File: src/rtl/refr_sched_pkg.sv
// Shared types and constants for the refresh scheduler.
package refr_sched_pkg;

    // The FSM reflects the refresh debt: none, some, or too much.
    typedef enum logic [1:0] {
        IDLE  = 2'd0,
        PEND  = 2'd1,
        FORCE = 2'd2
    } refr_state_e;

    // Width of the optional stall statistics counter.
    localparam int STALL_W = 16;

endpackage

File: src/rtl/refr_window_cnt.sv
// M-in-N window generator: pulses accrue on M cycles out of every N.
// N=0 disables the generator; accrue then stays low.
module refr_window_cnt #(
    parameter int M = 1,
    parameter int N = 0
) (
    input  logic clk,
    input  logic rst,
    output logic accrue
);

    localparam bit          EN     = (N != 0);
    localparam logic [31:0] RELOAD = EN ? 32'(N - 1) : 32'd0;

    logic [31:0] cnt;

    // Down-counter that wraps to N-1; one full pass is one window.
    always_ff @(posedge clk) begin
        if (rst)
            cnt <= '0;
        else if (cnt != 32'd0)
            cnt <= cnt - 32'd1;
        else
            cnt <= RELOAD;
    end

    assign accrue = EN && (cnt < 32'(M));

endmodule

File: src/rtl/refr_scheduler.sv
// Refresh scheduler: shares one memory port between users and refresh.
// Refresh debt accrues from the window generator and is paid back in idle
// user cycles; at MAX_DEFER the block forces refresh and blocks users.
// Optional: define REFR_SCHEDULER_STATS_EN to build the FORCE stall counter.
module refr_scheduler
    import refr_sched_pkg::*;
#(
    parameter int REFRESH_M_IN_N_M = 1,
    parameter int REFRESH_M_IN_N_N = 0,
    parameter int MAX_DEFER        = 8,
    parameter int DEBT_W           = $clog2(MAX_DEFER + 1)
) (
    input  logic               clk,
    input  logic               rst,
    input  logic               user_req,
    output logic               user_rdy,
    output logic               refr,
    output logic [DEBT_W-1:0]  refr_debt,
    output logic               refr_force,
    output logic [STALL_W-1:0] refr_stall_cnt
);

    localparam logic [DEBT_W:0] DMAX = (DEBT_W + 1)'(MAX_DEFER);

    refr_state_e       state, state_next;
    logic [DEBT_W-1:0] debt;
    logic [DEBT_W:0]   debt_sum, debt_next;
    logic              accrue;

    refr_window_cnt #(
        .M (REFRESH_M_IN_N_M),
        .N (REFRESH_M_IN_N_N)
    ) u_window (
        .clk    (clk),
        .rst    (rst),
        .accrue (accrue)
    );

    // Port arbitration: users win in PEND, refresh owns the port in FORCE.
    always_comb begin
        refr     = 1'b0;
        user_rdy = 1'b1;
        case (state)
            PEND:    refr = ~user_req;
            FORCE: begin
                refr     = 1'b1;
                user_rdy = 1'b0;
            end
            default: ;
        endcase
    end

    // Debt update; issue only happens with debt>0 so no underflow, and the
    // saturation keeps a PEND-state accrue from overshooting MAX_DEFER.
    always_comb begin
        debt_sum  = {1'b0, debt} + {{DEBT_W{1'b0}}, accrue} - {{DEBT_W{1'b0}}, refr};
        debt_next = (debt_sum > DMAX) ? DMAX : debt_sum;
    end

    // FORCE is sticky until the debt is fully paid off.
    always_comb begin
        if (debt_next == '0)
            state_next = IDLE;
        else if (state == FORCE || debt_next >= DMAX)
            state_next = FORCE;
        else
            state_next = PEND;
    end

    // Debt and state registers.
    always_ff @(posedge clk) begin
        if (rst) begin
            debt  <= '0;
            state <= IDLE;
        end else begin
            debt  <= debt_next[DEBT_W-1:0];
            state <= state_next;
        end
    end

    assign refr_debt  = debt;
    assign refr_force = (state == FORCE);

`ifdef REFR_SCHEDULER_STATS_EN
    logic [STALL_W-1:0] stall_cnt;

    // Count user cycles lost to forced refresh, saturating.
    always_ff @(posedge clk) begin
        if (rst)
            stall_cnt <= '0;
        else if (state == FORCE && user_req && stall_cnt != '1)
            stall_cnt <= stall_cnt + 1'b1;
    end

    assign refr_stall_cnt = stall_cnt;
`else
    assign refr_stall_cnt = '0;
`endif

endmodule

File: config.mk
export PLATFORM = sky130hd
export DESIGN_NAME = refr_scheduler
export DESIGN_NICKNAME = d
export VERILOG_FILES = /design/src/rtl/refr_sched_pkg.sv /design/src/rtl/refr_window_cnt.sv /design/src/rtl/refr_scheduler.sv
export SDC_FILE = /design/constraint.sdc
export NUM_CORES = 1
export LEC_CHECK = 0
export CAP_MARGIN = 20
export CORE_AREA = 2 2 39 41
export CTS_BUF_LIST = sky130_fd_sc_hd__clkbuf_4 sky130_fd_sc_hd__clkbuf_8 sky130_fd_sc_hd__clkbuf_16
export DETAILED_ROUTE_END_ITERATION = 12
export DIE_AREA = 0 0 41 43
export MAX_ROUTING_LAYER = met4
export PLACE_DENSITY = 0.67
export SLEW_MARGIN = 25
export SYNTH_ARGS = -nofsm -noshare
export SYNTH_HDL_FRONTEND = slang
export SYNTH_SLANG_ARGS = --single-unit
File: constraint.sdc
create_clock -name clk -period 2.15 [get_ports clk]
set_input_delay 0.5375 -clock clk [delete_from_list [all_inputs] [get_ports clk]]
set_output_delay 0.5375 -clock clk [all_outputs]
set_load 0.03 [all_outputs]
==> results.rst <==
.. list-table::
   :header-rows: 1

   * - Metric
     - Value
   * - Result of the run
     - finished, final reports clean
   * - Number of warnings issued by yosys
     - 0
   * - Unrepaired setup endpoints after global routing
     - no
   * - Initial cell density of the core
     - around 31%
   * - Instance count of the mapped netlist
     - 49
   * - Sequential area share after synthesis
     - between 20% and 30%
   * - CTS Root Cell
     - clkbuf_4
   * - Pwr Total
     - between 0.2 and 0.3 mW
   * - Largest cells by area after synthesis
     - dfxtp_1 (28%), buf_4 (28%), ha_1 (12%), inv_1 (5.2%), a211oi_4 (4.6%)
   * - CP bufs+invs
     - 3
   * - Proportion of synthesized flip-flops having asynchronous set or reset
     - 0%
   * - Area fraction of the dominant cell type after synthesis
     - between 20 and 30%
   * - Global routing usage summed across all routing layers
     - around 8.5%
   * - Required time at the endpoint of the critical path
     - approximately 1600 ps
   * - Pre-CTS worst setup slack
     - -183 ps
   * - Width of the die
     - between 40 and 50 um
   * - Highest clock frequency the design can meet
     - approximately 0.5 GHz
   * - Final Hold Violating Endpoints
     - 0
   * - Total of buffers placed on input and output ports
     - 9
   * - Worst setup skew after layout
     - 1.94 ps
   * - Number of vias per cell
     - 3.92
   * - Arrival time reported for the critical path endpoint
     - roughly 1500 ps
   * - Startpoint types
     - primary input
   * - Vias in the first global route
     - around 250
   * - Mapped Avg Cell Area
     - roughly 8.8 um2
   * - Wire length after detailed routing
     - around 600 um
   * - DR pass1 iterations
     - 4
   * - Share of the cycle needed by the critical path after routing
     - 95.6%
   * - TNS Setup
     - 0 ps
   * - Clk sinks
     - 6
   * - Cell type of the slowest stage on the worst timing path
     - clkdlybuf4s50_1
   * - Total number of nets in the final design
     - a little over 70
   * - Leakage dissipation
     - around 0.21 nW
   * - Final count of negative-setup-slack endpoints
     - 0
   * - Cell types with the highest counts after synthesis
     - buf_4 (16), dfxtp_1 (6), inv_1 (6), ha_1 (4), nor3_1 (3)
   * - Kind of critical path
     - primary input to output port
   * - Die Y-Extent
     - between 40 and 50 um
   * - Number of DRC violations after detailed routing
     - 0
   * - Register bit total from synthesis
     - 6
   * - Peak supply drop
     - 0.242 mV
   * - Final period demand of the worst path
     - around 2000 ps
   * - Worst hold margin
     - 575 ps
   * - Most used flip-flop cell after synthesis
     - dfxtp_1
   * - Setup fix buffers added after clock tree synthesis
     - 0
   * - Crit path largest cell delay
     - 390 ps
   * - Mean routed wirelength per cell
     - 7.73 um
   * - Placed cell areas
     - between 500 and 600 um2
   * - Layout Cell Area excl Fill
     - between 500 and 600 um2
   * - Max-capacitance violation count
     - 0
   * - Clock slew seen by the registers of the worst setup and hold paths
     - ~40 ps
   * - Post-synthesis cell type count
     - 18
   * - Rows
     - 14
   * - Setup ws final
     - 94.9 ps
   * - Final global-route overflow total
     - 0
   * - Mapped Area
     - between 400 and 500 um2
   * - Class of the worst hold path
     - flip-flop to flip-flop
   * - Top-level port count
     - 26
   * - Type of element capturing the critical path
     - output port
   * - Gpl congestion
     - ~0.69
   * - Total Die Area
     - 0.00176 mm2
   * - Critical-path maximum fanout
     - 2
   * - HPWL after detailed placement
     - slightly above 500 um
   * - Final cell utilization of the core
     - 38.2%
   * - Largest net degree at the start of global routing
     - 7
   * - Antenna Cells
     - 0
   * - Leading area contributor after synthesis
     - dfxtp_1
   * - Hold Buf Count CTS
     - 0
   * - Number of placed cells counting well taps
     - between 70 and 80
   * - Clock latency of the later-clocked register in the worst-skew pair
     - 250 ps
   * - Number of buffers inserted during clock tree synthesis
     - 3
   * - Number of slew-limit violations in the final report
     - 0
   * - Wire length of the first global-routing pass
     - roughly 900 um
   * - Kind of cell adding the most delay to the critical path
     - buffers and inverters
   * - Area Overhead vs Synth
     - 22.3%
   * - Htree depth
     - 1
   * - Number of antenna violations at the first check in global routing
     - 0
   * - Number of DRC markers in iteration 0
     - 1
   * - Maximum root-to-sink buffer count
     - 2
   * - CORE AREA
     - 0.00138 mm2
   * - Power density over the cells
     - a little under 500 mW/mm2
   * - Detailed-route via count
     - roughly 310
   * - Final-layout fill cell count
     - ~150
   * - Number of flops mapped to enable cells by yosys
     - 0
   * - Post-DRT Antenna Nets
     - 0
   * - Number of standard cells in the final layout excluding fillers
     - between 70 and 80
   * - CTS tree
     - built
   * - Most common cell on crit path
     - buf_4
   * - Ordered list of cells on the worst path
     - clkdlybuf4s50_1, nand2b_1, a21oi_4, buf_4, buf_4
   * - Share of final-layout standard cells stronger than drive strength 1
     - about 16%
   * - Most used standard cell by instance count after synthesis
     - buf_4
state kept, by name, indices dropped and copies added (netlist names):
name / cells
state: 2
refr_debt: 4
area by class of cell:
class	instances	area, um2	area share [%]
clock buffers	3	22.5	4.27
inverters	6	22.5	4.27
repair buffers	11	101	19.2
well taps	16	20.0	3.79
multi-input cells	36	241	45.7
flip-flops and latches	6	120	22.7
kinds of logic after synthesis:
| kind of cell | count (synthesis) | synth area share, % |
|---|---|---|
| AO/OA/AOI/OAI | 3 | 7.83 |
| XOR/XNOR | 1 | 2.03 |
| adder cells (fa/ha/maj) | 4 | 11.6 |
| buffers and inverters | 22 | 33.0 |
| flip-flops | 6 | 27.8 |
| other | 1 | 0.869 |
| AND/OR/NAND/NOR | 12 | 16.8 |
worst reg2reg max path, stage by stage (launching register included):
cell and delay, ps:
dfxtp_1 320, inv_1 50, ha_2 280, a21oi_4 120, ha_1 200, ha_2 200, nor2_1 70, a211oi_4 320
and2_1 170
path summary, 6_finish.rpt:
path	startpoint	end	slack (ps)	cells past startpoint
min	refr_debt[0]	refr_debt[0]	570	3
max	user_req	refr	90	5
min reg2reg	refr_debt[0]	refr_debt[0]	570	3
max reg2reg	state[0]	refr_debt[3]	370	8
routing by layer:
layer | track usage (%) | share of wire (%) | up-vias | routed length (um)
met5 | - | 0 | - | 0
met4 | 10.0 | 4.8 | 0 | 29
met3 | 3.14 | 9.0 | 4 | 54
met2 | 12.8 | 50 | 15 | 300
met1 | 6.49 | 36 | 137 | 218
li1 | - | - | 150 | -
cell usage in the layout (no fill, tap or decap):
| master | count |
|---|---|
| clkdlybuf4s50_1 | 7 |
| nand2_1 | 1 |
| clkbuf_4 | 3 |
| nor2_1 | 1 |
| and2_1 | 1 |
| a211oi_4 | 1 |
| and3_1 | 1 |
| ha_1 | 2 |
| o2bb2ai_1 | 1 |
| nand2b_1 | 2 |
| a21oi_4 | 1 |
| xnor2_1 | 1 |
| dlygate4sd2_1 | 1 |
| ha_2 | 2 |
| conb_1 | 16 |
| nor4_1 | 1 |
| buf_4 | 3 |
| and4bb_1 | 1 |
| nor2b_1 | 1 |
| dfxtp_1 | 6 |
| nor3_1 | 3 |
| inv_1 | 6 |
where the power goes:
group / switching, mW / internal (mW) / leakage [nW]
clock network: 0.0418 / 0.0632 / 0.0138
logic: 0.0386 / 0.00358 / 0.151
registers: 0.000000000000000823 / 0.112 / 0.0483
what timing repair did:
| action | 4_1_cts | 5_1_grt |
|---|---|---|
| resized for setup | 1 | 1 |
| pin swaps | 0 | 1 |
| endpoints found under the setup margin | 1 | 5 |
Note: power is estimated with default switching activity, not from simulation.
